===== src/rtl/alu_seq.sv =====
// alu_seq: parametrised accumulator ALU (add/sub/logic/rotate/inc/dec), plus a
// multi-cycle shift-add multiplier and restoring divider behind start/busy/done.
module alu_seq #(
    parameter int WIDTH = 8,
    parameter int CNT_W = $clog2(WIDTH + 1)
) (
    input  logic             clk,
    input  logic             rst,
    input  logic             start,
    input  logic [3:0]       op,
    input  logic [WIDTH-1:0] a_in,
    input  logic [WIDTH-1:0] b_in,
    input  logic             flags_we,
    input  logic [4:0]       flags_in,
    output logic             busy,
    output logic             done,
    output logic [WIDTH-1:0] result,
    output logic [WIDTH-1:0] result_hi,
    output logic [4:0]       flags
);
    localparam logic [3:0] OP_ADD  = 4'd0,  OP_ADC  = 4'd1,  OP_SUB = 4'd2,  OP_SBB = 4'd3;
    localparam logic [3:0] OP_AND  = 4'd4,  OP_XOR  = 4'd5,  OP_OR  = 4'd6,  OP_CMP = 4'd7;
    localparam logic [3:0] OP_RLC  = 4'd8,  OP_RRC  = 4'd9,  OP_RAL = 4'd10, OP_RAR = 4'd11;
    localparam logic [3:0] OP_MUL  = 4'd12, OP_DIVU = 4'd13, OP_INR = 4'd14, OP_DCR = 4'd15;
    localparam logic [WIDTH-1:0] ONE = {{(WIDTH-1){1'b0}}, 1'b1};

    typedef enum logic [1:0] {S_IDLE, S_ITER, S_FIN} state_t;

    state_t             r_state, w_state_nx;
    logic [3:0]         r_op;
    logic [WIDTH-1:0]   r_a, r_b, r_hi, r_lo;
    logic               r_cin;
    logic [CNT_W-1:0]   r_cnt;
    logic               r_busy, r_done;
    logic [WIDTH-1:0]   r_result, r_result_hi;
    logic [4:0]         r_flags;

    logic               w_accept, w_long;
    logic [WIDTH:0]     w_madd, w_dshift, w_sum, w_dif;
    logic [WIDTH-1:0]   w_dsub, w_hi_nx, w_lo_nx;
    logic               w_dge;
    logic [WIDTH-1:0]   w_res, w_res_hi, w_fval;
    logic               w_c, w_v, w_z, w_keep_zsp;
    logic [4:0]         w_flags;

    // flags_we takes priority over start in the same cycle
    assign w_accept = (r_state == S_IDLE) && start && !flags_we;
    assign w_long   = (op == OP_MUL) || ((op == OP_DIVU) && (b_in != '0));

    always_ff @(posedge clk or negedge rst) begin
        if (!rst) r_state <= S_IDLE;
        else      r_state <= w_state_nx;
    end

    always_comb begin
        w_state_nx = r_state;
        case (r_state)
            S_IDLE:  if (w_accept) w_state_nx = w_long ? S_ITER : S_FIN;
            S_ITER:  if (r_cnt == CNT_W'(1)) w_state_nx = S_FIN;
            S_FIN:   w_state_nx = S_IDLE;
            default: w_state_nx = S_IDLE;
        endcase
    end

    // One iteration step. MUL: {r_hi,r_lo} is the product/multiplier pair shifted
    // right; DIVU: r_hi is the partial remainder, r_lo shifts dividend out / quotient in.
    assign w_madd   = {1'b0, r_hi} + (r_lo[0] ? {1'b0, r_a} : '0);
    assign w_dshift = {r_hi, r_lo[WIDTH-1]};
    assign w_dge    = w_dshift >= {1'b0, r_b};
    assign w_dsub   = w_dshift[WIDTH-1:0] - r_b;

    always_comb begin
        if (r_op == OP_MUL) begin
            w_hi_nx = w_madd[WIDTH:1];
            w_lo_nx = {w_madd[0], r_lo[WIDTH-1:1]};
        end else begin
            w_hi_nx = w_dge ? w_dsub : w_dshift[WIDTH-1:0];
            w_lo_nx = {r_lo[WIDTH-2:0], w_dge};
        end
    end

    assign w_sum = {1'b0, r_a} + {1'b0, r_b} + {{WIDTH{1'b0}}, (r_op == OP_ADC) & r_cin};
    assign w_dif = {1'b0, r_a} - {1'b0, r_b} - {{WIDTH{1'b0}}, (r_op == OP_SBB) & r_cin};

    always_comb begin
        w_res      = '0;
        w_res_hi   = '0;
        w_c        = r_flags[1];
        w_v        = 1'b0;
        w_keep_zsp = 1'b0;
        case (r_op)
            OP_ADD, OP_ADC: begin w_res = w_sum[WIDTH-1:0]; w_c = w_sum[WIDTH]; end
            OP_SUB, OP_SBB: begin w_res = w_dif[WIDTH-1:0]; w_c = w_dif[WIDTH]; end
            OP_AND:         begin w_res = r_a & r_b; w_c = 1'b0; end
            OP_XOR:         begin w_res = r_a ^ r_b; w_c = 1'b0; end
            OP_OR:          begin w_res = r_a | r_b; w_c = 1'b0; end
            OP_CMP:         begin w_res = r_a; w_c = w_dif[WIDTH]; end
            OP_RLC: begin
                w_res = {r_a[WIDTH-2:0], r_a[WIDTH-1]}; w_c = r_a[WIDTH-1]; w_keep_zsp = 1'b1;
            end
            OP_RRC: begin
                w_res = {r_a[0], r_a[WIDTH-1:1]}; w_c = r_a[0]; w_keep_zsp = 1'b1;
            end
            OP_RAL: begin
                w_res = {r_a[WIDTH-2:0], r_cin}; w_c = r_a[WIDTH-1]; w_keep_zsp = 1'b1;
            end
            OP_RAR: begin
                w_res = {r_cin, r_a[WIDTH-1:1]}; w_c = r_a[0]; w_keep_zsp = 1'b1;
            end
            OP_MUL:  begin w_res = r_lo; w_res_hi = r_hi; w_c = |r_hi; end
            OP_DIVU: begin
                w_c = 1'b0;
                if (r_b == '0) begin
                    w_res = '1; w_res_hi = r_a; w_v = 1'b1;
                end else begin
                    w_res = r_lo; w_res_hi = r_hi;
                end
            end
            OP_INR:  w_res = r_a + ONE;
            OP_DCR:  w_res = r_a - ONE;
            default: w_res = '0;
        endcase
    end

    // CMP reports flags of the difference while passing A through
    assign w_fval  = (r_op == OP_CMP) ? w_dif[WIDTH-1:0] : w_res;
    assign w_z     = (w_fval == '0) && !((r_op == OP_MUL) && (r_hi != '0));
    assign w_flags = w_keep_zsp ? {w_v, r_flags[3], r_flags[2], w_c, r_flags[0]}
                                : {w_v, w_fval[WIDTH-1], ~^w_fval, w_c, w_z};

    always_ff @(posedge clk or negedge rst) begin
        if (!rst) begin
            r_op        <= '0;
            r_a         <= '0;
            r_b         <= '0;
            r_hi        <= '0;
            r_lo        <= '0;
            r_cin       <= 1'b0;
            r_cnt       <= '0;
            r_busy      <= 1'b0;
            r_done      <= 1'b0;
            r_result    <= '0;
            r_result_hi <= '0;
            r_flags     <= '0;
        end else begin
            r_done <= 1'b0;
            case (r_state)
                S_IDLE: begin
                    if (flags_we) begin
                        r_flags <= flags_in;
                    end else if (start) begin
                        r_op   <= op;
                        r_a    <= a_in;
                        r_b    <= b_in;
                        r_cin  <= r_flags[1];
                        r_busy <= 1'b1;
                        r_cnt  <= CNT_W'(WIDTH);
                        r_hi   <= '0;
                        r_lo   <= (op == OP_MUL) ? b_in : a_in;
                    end
                end
                S_ITER: begin
                    r_hi  <= w_hi_nx;
                    r_lo  <= w_lo_nx;
                    r_cnt <= r_cnt - CNT_W'(1);
                end
                S_FIN: begin
                    r_result    <= w_res;
                    r_result_hi <= w_res_hi;
                    r_flags     <= w_flags;
                    r_done      <= 1'b1;
                    r_busy      <= 1'b0;
                end
                default: ;
            endcase
        end
    end

    assign busy      = r_busy;
    assign done      = r_done;
    assign result    = r_result;
    assign result_hi = r_result_hi;
    assign flags     = r_flags;
endmodule


===== config.mk =====
export PLATFORM = sky130hd
export DESIGN_NAME = alu_seq
export DESIGN_NICKNAME = d
export VERILOG_FILES = /design/src/rtl/alu_seq.sv
export SDC_FILE = /design/constraint.sdc
export NUM_CORES = 1
export LEC_CHECK = 0
export CAP_MARGIN = 20
export CORE_ASPECT_RATIO = 0.9
export CORE_UTILIZATION = 64
export DETAILED_ROUTE_END_ITERATION = 10
export HOLD_SLACK_MARGIN = 0.08
export PLACE_DENSITY = 0.93
export SLEW_MARGIN = 10
export SYNTH_ARGS = -nofsm -noshare
export SYNTH_HDL_FRONTEND = slang
export SYNTH_SLANG_ARGS = --single-unit

===== constraint.sdc =====
create_clock -name clk -period 10.3 [get_ports clk]
set_input_delay 1.545 -clock clk [delete_from_list [all_inputs] [get_ports clk]]
set_output_delay 1.545 -clock clk [all_outputs]
set_load 0.005 [all_outputs]

### Word-level counts from Yosys, hierarchy flattened

Cells that the tools add are included.

| word-level totals | value |
|---|---|
| bits in registers | 66 |
| output and inout bits | 23 |
| word-level logic and storage cells | 121 |
| input port bits | 29 |

| cells by class | value |
|---|---|
| equal/unequal tests | 26 |
| $add $sub $neg | 9 |
| bitwise gates (word level) | 6 |
| reduce and logical (&&, ||, !) cells | 31 |
| muxes and demuxes | 34 |
| $lt $le $gt $ge | 1 |

Operator list:

| kind | count |
|---|---|
| one-hot mux 8 bit (14 select lines) | 1 |
| 2-to-1 mux 8 bit | 12 |
| one-hot mux 8 bit (2 select lines) | 3 |
| == test 4 bit, second input constant | 10 |
| adder 8 x 8 -> 9 bit | 2 |
| == test 4 x 3 -> 1 bit, second input constant | 4 |
| zero test 8 bit | 2 |
| nonzero test 8 bit | 2 |
| 2-to-1 mux 4 bit | 3 |
| inequality test 2 bit, second input constant | 6 |
| AND reduction 3 bit | 4 |
| one-hot mux 5 bit (2 select lines) | 1 |
| adder 9 x 1 -> 9 bit | 1 |
| >= comparator 9 x 8 -> 1 bit | 1 |
| subtractor 8 x 8 -> 9 bit | 1 |
| subtractor 9 x 1 -> 9 bit | 1 |
| adder 8 x 1 -> 8 bit, second input constant | 1 |
| AND 8 bit | 1 |
| == test 4 x 1 -> 1 bit, second input constant | 2 |
| == test 4 x 2 -> 1 bit, second input constant | 2 |
| OR 8 bit | 1 |
| one-hot mux 4 bit (2 select lines) | 1 |
| OR reduction 2 bit | 4 |
| OR reduction 4 bit | 2 |
| other kinds (24) | 39 |

### Logic depth before layout (Yosys ltp)

Gate-level depths: netlist of run 1.

| depth | value |
|---|---|
| depth after elaboration | 9 |
| depth in mapped cells | 20 |
| depth with buffers taken out | 18 |

### Worst setup path before layout of run 1

No wires, ideal clock.

| timing | value |
|---|---|
| path kind | register to register |
| start point | reg r_op[0] |
| end point | reg r_flags[2], in the netlist flags[2] |
| library setup time | 0.130 ns |
| arrival time | 3.696 ns |
| path buffers | 3 |
| data required time | 10.170 ns |
| cell stages (with the launch flop) | 19 |
| path slack | 6.474 ns |
| clock period less this slack | 3.826 ns |
| path through | dfrtp_1 -> buf_2 -> buf_2 -> clkbuf_1 -> nand4_1 -> fa_1 -> ha_1 -> a211oi_2 -> xnor2_1 -> a221o_1 -> a211oi_1 -> o21ai_1 -> mux2i_1 -> ha_1 -> xnor2_1 -> xnor2_1 -> nor2_1 -> a21oi_1 -> o21ai_0 |

| on the way | value |
|---|---|
| word-level cells in the longest chain between the ends | 8 |
| elaborated cells between the ends (all ways) | 31 |
| classes of those cells | 2 x add/sub; 16 x eq/ne; 5 x mux; 2 x bitwise; 6 x reduce/logical |

RTL lines:

| item | line | RTL |
|---|---|---|
| from (decl) | 30 | `logic [3:0] r_op;` |
| from (signal assigned) | 152 | `r_op <= op;` |
| == test 4 x 2 -> 1 bit / == test 4 x 1 -> 1 bit (equally long branches) | 83, 91, 82 |  |
| AND 1 bit (on tied branches) | 83, 82 |  |
| subtractor 9 x 1 -> 9 bit / adder 9 x 1 -> 9 bit (equally long branches) | 83, 82 |  |
| one-hot mux 8 bit (14 select lines) | 91 | `case (r_op)` |
| 2-to-1 mux 8 bit | 126 | `assign w_fval = (r_op == OP_CMP) ? w_dif[WIDTH-1:0] : w_res;` |
| XNOR reduction 8 bit | 129 | `: {w_v, w_fval[WIDTH-1], ~^w_fval, w_c, w_z};` |
| 2-to-1 mux 4 bit | 128 | `assign w_flags = w_keep_zsp ? {w_v, r_flags[3], r_flags[2], w_c, r_flags[0]}` |
| one-hot mux 5 bit (2 select lines) | 147 | `case (r_state)` |
| to (signal assigned) | 150 | `r_flags <= flags_in;` |
| to (signal assigned) | 170 | `r_flags <= w_flags;` |
| to (decl) | 36 | `logic [4:0] r_flags;` |

Parallel ways exist; a longest one is shown, timed or not. The select of a mux whose other input is x is not followed.
A chain may end at the register's enable or synchronous reset.

### Final worst setup path of run 1

| timing | value |
|---|---|
| start point | reg r_op[1] |
| end point | reg r_flags[2], in the netlist flags[2] |

Same word-level chain as after synthesis.

==> impl_metrics.json, run 1 <==
{
  "run_status": "finished clean",
  "synth_enable_flop_cells": 0,
  "ctsLongestPathBuffers": 2,
  "fill_cells": 714,
  "fin_skew_ns": 0.0172,
  "synth_fp_nets": 834,
  "h_tree_lvls": 3,
  "port_buffers": 51,
  "worst_slew_pin_slew_ns": 0.964,
  "antenna-diode-count": 0,
  "placement.setup.worst_slack_ns": 5.41,
  "count_of_state_elements_after_synthesis": 66,
  "finalCriticalPeriod_ns": 5.00,
  "asyncSetResetFlopFracSynth": 1.00,
  "cp-startpoint": "r_op[1]$_DFFE_PN0P_",
  "reg2reg_from": "r_op[1]$_DFFE_PN0P_",
  "area_growth_syn_to_layout_pct": 12.1,
  "synthesis.area_per_instance_um2": 8.16,
  "setup_viol": 0,
  "critPathTopFamily": "compound AO/OA/AOI/OAI gates",
  "path_clk_slew_ns": 0.08,
  "syn_area_mm2": 0.00604,
  "postPlaceCellArea_mm2": 0.00657,
  "post-route-drc-count": 0,
  "postCtsHoldBufs": 0,
  "critPathKind": "reg2reg",
  "track_usage": 0.407,
  "grt_pass1_vias": 5599,
  "dr.pass1.iters": 8,
  "fin_ws_ns": 5.30,
  "grt_remaining_overflow": 0,
  "fp.dieArea_mm2": 0.00983,
  "delay_of_the_slowest_cell_on_the_worst_path_ns": 0.95,
  "avgViaCountPerCell": 6.80,
  "cp_data_arrival_time_ns": 5.24,
  "crit_buf_inv": 2,
  "report.final.slew_viol_count": 0,
  "synth_warnings": 0,
  "place_congestion": 1.02,
  "max_freq_ghz": 0.200,
  "timing.critical_path.fanout_max": 29,
  "post-route-cell-area_mm2": 0.00677,
  "dpl.hpwl_mm": 14.3,
  "grt_pass1_wl_mm": 30.4,
  "worst_slew_margin_rel": 0.356,
  "clock_sinks": 66,
  "layout_worst_path_cycle_share": 0.485,
  "design.final.nets": 865,
  "ys_seq_area_frac": 0.274,
  "post_synth_inst_count": 740,
  "floorplan.core_area_mm2": 0.00913,
  "fin_tns_setup_ns": 0,
  "cts_tree": "done",
  "dr_total_vias": 6107,
  "post-cts-setup-buffer-count": 0,
  "initial_core_util": 0.662,
  "crit_path_cell_chain": "inv_1 -> nor2_1 -> nand2_1 -> inv_1 -> ha_1 -> a21o_1 -> a21o_1 -> a211oi_2 -> xnor2_1 -> a211o_1 -> a31oi_2 -> ha_1 -> xor2_1 -> xnor2_1 -> nor2_1 -> a21oi_1 -> o21ai_0",
  "reg2reg_setup_slack_ns": 5.30,
  "cts_buffers": 9,
  "cts_repair_resize_count": 0,
  "cp-start-kind": "flop",
  "cts-root-buf": "sky130_fd_sc_hd__clkbuf_8",
  "synthFlopType": "sky130_fd_sc_hd__dfrtp_1",
  "clkLatencyLatePin_ns": 0.37,
  "wirelength_mm": 19.4,
  "setup_repair_after_global_routing_missed_its_margin": "false",
  "final_antenna_net_count": 0,
  "hp-class": "reg2reg",
  "num_rows": 33,
  "drtIter0Drc": 773,
  "worstSetupEndpointType": "flop",
  "width_of_the_die_um": 104,
  "timing_hold_violations_final": 0,
  "ios": 52,
  "crit_path_top_delay_cell": "sky130_fd_sc_hd__dfrtp_1",
  "number_of_antenna_violations_at_the_first_check_in_global_routing": 0,
  "layout-drive-gt1-share": 0.0567,
  "startpoint_of_the_most_critical_hold_path": "result[0]$_DFFE_PN0P_",
  "drv_cap": 0,
  "detail_route.wl_per_cell_um": 21.6,
  "die_height_um": 94.1,
  "synth_cell_type_count": 67,
  "grt_start_max_net_pins": 67,
  "worst_ep_required_time_ns": 10.54
}
==> cell families (layout without fill, tap and decap cells) <==
| group | after synthesis | count (layout) | share of synthesized area |
|---|---|---|---|
| AOI/OAI and AO/OA | 230 | 230 | 0.250 |
| xor gates and xnor gates | 28 | 28 | 0.0406 |
| adders and majority gates | 65 | 65 | 0.143 |
| buffers and inverters | 80 | 116 | 0.0570 |
| DFF | 66 | 66 | 0.274 |
| muxes | 26 | 26 | 0.0475 |
| and+or+nand+nor | 245 | 245 | 0.188 |
==> metrics by stage <==
step,std cells,util,hold slack (ns)
finish,898,0.742,0.482
global route,898,0.742,0.504
CTS,898,0.742,0.483
detailed placement,882,0.720,0.464
global placement,882,0.720,0.458
floorplan,740,-,0.470
==> layer usage <==
layer / GRT usage / vias up / share of wire
met4: 0.188 / 0 / 0.048
met5: 0 / - / 0
met2: 0.615 / 412 / 0.43
li1: - / 2723 / -
met1: 0.555 / 2895 / 0.40
met3: 0.0908 / 77 / 0.12
==> tightest hold or removal path, cell delays in order (launching register included) <==
cell and delay, ns:
sky130_fd_sc_hd__dfrtp_1 0.35, sky130_fd_sc_hd__nand2_1 0.05, sky130_fd_sc_hd__nand2_1 0.06
==> state kept, by name, summed over array words and instances, names as in the netlist, 2 cells and up <==
register / flops
r_hi: 8
r_cnt: 4
r_op: 4
r_a: 8
result: 8
r_lo: 8
r_b: 8
r_state: 2
flags: 5
result_hi: 8
==> placed cells by master, fill, tap and decap left out, types with 12 or more instances in the layout <==
cell and count:
sky130_fd_sc_hd__a21o_1 12, sky130_fd_sc_hd__a21oi_1 51, sky130_fd_sc_hd__a221oi_1 14, sky130_fd_sc_hd__a22oi_1 13, sky130_fd_sc_hd__clkdlybuf4s50_1 50, sky130_fd_sc_hd__dfrtp_1 66
sky130_fd_sc_hd__ha_1 58, sky130_fd_sc_hd__inv_1 42, sky130_fd_sc_hd__mux2i_1 17, sky130_fd_sc_hd__nand2_1 96, sky130_fd_sc_hd__nor2_1 65, sky130_fd_sc_hd__o21ai_0 68
sky130_fd_sc_hd__xnor2_1 19
==> final timing paths <==
check,to,cells after the start
max,flags[2]$_DFFE_PN0P_,17
min,result[0]$_DFFE_PN0P_,2
max reg2reg,flags[2]$_DFFE_PN0P_,17
min reg2reg,result[0]$_DFFE_PN0P_,2
max in group asynchronous,result[1]$_DFFE_PN0P_,2
min in group asynchronous,result_hi[4]$_DFFE_PN0P_,2
==> final cells by class <==
| class | instances | area, um2 | area share |
|---|---|---|---|
| Tap cell | 122 | 153 | 0.0226 |
| Clock buffer | 10 | 138 | 0.0203 |
| Clock inverter | 6 | 65.1 | 0.00961 |
| Sequential cell | 66 | 1650 | 0.244 |
| Timing Repair Buffer | 58 | 558 | 0.0824 |
| Inverter | 42 | 158 | 0.0233 |
| Multi-Input combinational cell | 594 | 4050 | 0.598 |
==> cells in the mapped netlist (10+ instances only) <==
cell type | n | area (um2)
sky130_fd_sc_hd__nor3_1 | 12 | 60.1
sky130_fd_sc_hd__mux2i_1 | 17 | 170
sky130_fd_sc_hd__a21o_1 | 12 | 90.1
sky130_fd_sc_hd__clkbuf_1 | 21 | 78.8
sky130_fd_sc_hd__o21ai_0 | 68 | 340
sky130_fd_sc_hd__nor2b_1 | 10 | 62.6
sky130_fd_sc_hd__and2_1 | 10 | 62.6
sky130_fd_sc_hd__nand2_1 | 96 | 360
sky130_fd_sc_hd__a22oi_1 | 13 | 97.6
sky130_fd_sc_hd__nor2_1 | 65 | 244
sky130_fd_sc_hd__dfrtp_1 | 66 | 1650
sky130_fd_sc_hd__xnor2_1 | 19 | 166
sky130_fd_sc_hd__a21oi_1 | 51 | 255
sky130_fd_sc_hd__ha_1 | 58 | 726
sky130_fd_sc_hd__a221oi_1 | 14 | 123
sky130_fd_sc_hd__buf_2 | 11 | 55.1
sky130_fd_sc_hd__nand2b_1 | 11 | 68.8
sky130_fd_sc_hd__inv_1 | 42 | 158
Power of run 1 is not shown: default switching activity piles up to over one toggle a cycle in this logic, so the estimate is an artifact.
==> run 2, diff against run 1 <==
CORE_UTILIZATION = 54   (was 64)
PLACE_DENSITY = 0.84   (was 0.93)
clock period = 4.5 ns   (was 10.3 ns; I/O delays follow)
==> run 2 against run 1 <==
Compared with the run above: fmax up 26%; global-route usage down 5.3 points; register-to-register slack worse by 4.8 ns; flip-flop and latch count unchanged; first-iteration DRC count down 17%; highest routed layer unchanged; utilization down 9.4 points; critical path depth down 2; worst hold slack worse by 0.039 ns; critical endpoint unchanged; die area up 18%; setup slack worse by 4.8 ns; via count down 1.5%; non-clock buffer count up 16.
==> impl_metrics.json, run 2 (synthesis gave the netlist of run 1 again) <==
{
  "run_status": "finished clean",
  "grt_start_max_net_pins": 37,
  "worst_slew_margin_rel": 0.373,
  "fin_skew_ns": 0.0137,
  "layout-drive-gt1-share": 0.0758,
  "cp_data_arrival_time_ns": 4.20,
  "area_growth_syn_to_layout_pct": 16.5,
  "top_layer_used": "met4",
  "crit_path_top_delay_cell": "sky130_fd_sc_hd__o21ai_0",
  "cts_tree": "done",
  "finalCriticalPeriod_ns": 3.97,
  "post-cts-setup-buffer-count": 0,
  "hp-class": "in2async",
  "post-route-cell-area_mm2": 0.00703,
  "setup_repair_after_global_routing_missed_its_margin": "false",
  "final_antenna_net_count": 0,
  "delay_of_the_slowest_cell_on_the_worst_path_ns": 0.57,
  "postCtsHoldBufs": 0,
  "met3_length_mm": 1.78,
  "cts-root-buf": "sky130_fd_sc_hd__clkbuf_16",
  "post-route-drc-count": 0,
  "fill_cells": 908,
  "max_freq_ghz": 0.252,
  "track_usage": 0.354,
  "ctsLongestPathBuffers": 2,
  "worst_slew_pin_slew_ns": 0.916,
  "initial_core_util": 0.556,
  "detail_route.wl_per_cell_um": 20.9,
  "timing.critical_path.fanout_max": 11,
  "regArea_mm2": 0.00165,
  "die_height_um": 102,
  "drtIter0Drc": 644,
  "grt_pass1_vias": 5719,
  "design.final.nets": 881,
  "cp-start-kind": "flop",
  "layout.cells.most_common_list": "sky130_fd_sc_hd__nand2_1, sky130_fd_sc_hd__o21ai_0, sky130_fd_sc_hd__dfrtp_1",
  "fp.dieArea_mm2": 0.0116,
  "ios": 52,
  "port_buffers": 51,
  "crit_path_cell_chain": "nor2b_1 -> nand3_1 -> fa_1 -> nor2b_1 -> o21ai_0 -> o21ai_0 -> a31o_2 -> mux2i_1 -> a31oi_2 -> ha_1 -> xor2_1 -> xnor2_1 -> nor2_1 -> a21oi_1 -> o21ai_0",
  "path_clk_slew_ns": 0.07,
  "avgViaCountPerCell": 6.36,
  "wirelength_met1_mm": 8.47,
  "clkLatencyLatePin_ns": 0.36,
  "worstSetupEndpointType": "flop",
  "grt_pass1_wl_mm": 30.6,
  "grt_remaining_overflow": 0,
  "setup_viol": 0,
  "h_tree_lvls": 3,
  "width_of_the_die_um": 113,
  "dr.pass1.iters": 5,
  "dr_total_vias": 6014,
  "critPathKind": "reg2reg",
  "fin_tns_setup_ns": 0,
  "layout_worst_path_cycle_share": 0.883,
  "num_rows": 36,
  "floorplan.core_area_mm2": 0.0109,
  "worst_path_most_repeated_cell": "sky130_fd_sc_hd__o21ai_0",
  "dpl.hpwl_mm": 14.8,
  "number_of_antenna_violations_at_the_first_check_in_global_routing": 1,
  "place_congestion": 1.03,
  "area_of_the_multi_input_gates_mm2": 0.00405,
  "finalCoreUtilization": 0.648,
  "wl_met2_mm": 8.63,
  "postPlaceCellArea_mm2": 0.00672,
  "worstReg2RegEnd": "flags[2]$_DFFE_PN0P_",
  "layout.cells.most_common": "sky130_fd_sc_hd__nand2_1",
  "worst_ep_required_time_ns": 4.72,
  "timing_hold_violations_final": 0,
  "cts_buffers": 9,
  "worst-r2r-cell-count": 15,
  "reg2reg_setup_slack_ns": 0.53,
  "clock_sinks": 66,
  "report.final.slew_viol_count": 0,
  "cts_repair_resize_count": 0,
  "reg2reg_from": "r_op[0]$_DFFE_PN0P_",
  "drv_cap": 0,
  "wirelength_mm": 19.8
}
[run 2: changes by cell type in the layout (fill, tap and decap cells not counted), sizes merged]
cell / delta
clkbuf: -1
clkinv: +1
buf: +16
diode: +1
[run 2: layout make-up]
type                       instances  share of cell area
multi-input combinational        594               0.575
inverter                          42              0.0224
clock inverter                     7              0.0110
sequential                        66               0.235
clock buffer                       9              0.0320
antenna                            1            0.000356
tap                              152              0.0270
timing repair buffer              74              0.0970
[run 2: how the worst max path moves through the flow]
stage / startpoint / to / slack [ns]
CTS: r_op[3]$_DFFE_PN0P_ / flags[2]$_DFFE_PN0P_ / 0.67
detailed placement: r_op[3]$_DFFE_PN0P_ / flags[2]$_DFFE_PN0P_ / 0.69
finish: r_op[0]$_DFFE_PN0P_ / flags[2]$_DFFE_PN0P_ / 0.53
global placement: r_a[0]$_DFFE_PN0P_ / flags[2]$_DFFE_PN0P_ / 0.64
global route: r_op[2]$_DFFE_PN0P_ / flags[2]$_DFFE_PN0P_ / 0.22
floorplan: r_op[0]$_DFFE_PN0P_ / flags[2]$_DFFE_PN0P_ / 0.67
[run 2: routing by layer]
metal	up-vias	track usage
li1	2757	-
met1	2872	0.485
met2	323	0.526
met3	62	0.0647
met4	0	0.212
met5	-	0
[run 2: critical path, delay by kind of cell (launching register included)]
kind,cells,cell delay [ns]
XOR/XNOR,2,0.32
adder cells (fa/ha/maj),2,0.77
AO/OA/AOI/OAI,6,1.30
multiplexers,1,0.32
flip-flops,1,0.56
AND/OR/NAND/NOR,4,0.56
[run 2: through the flow]
| step | hold WS, ns | setup WS [ns] | cells |
|---|---|---|---|
| after floorplan | 0.379 | 0.674 | 740 |
| after global placement | 0.459 | 0.644 | 927 |
| after detailed placement | 0.466 | 0.693 | 927 |
| after CTS | 0.474 | 0.668 | 943 |
| after global routing | 0.507 | 0.215 | 944 |
| final | 0.443 | 0.529 | 945 |
Power of run 2 is left out for the same reason.
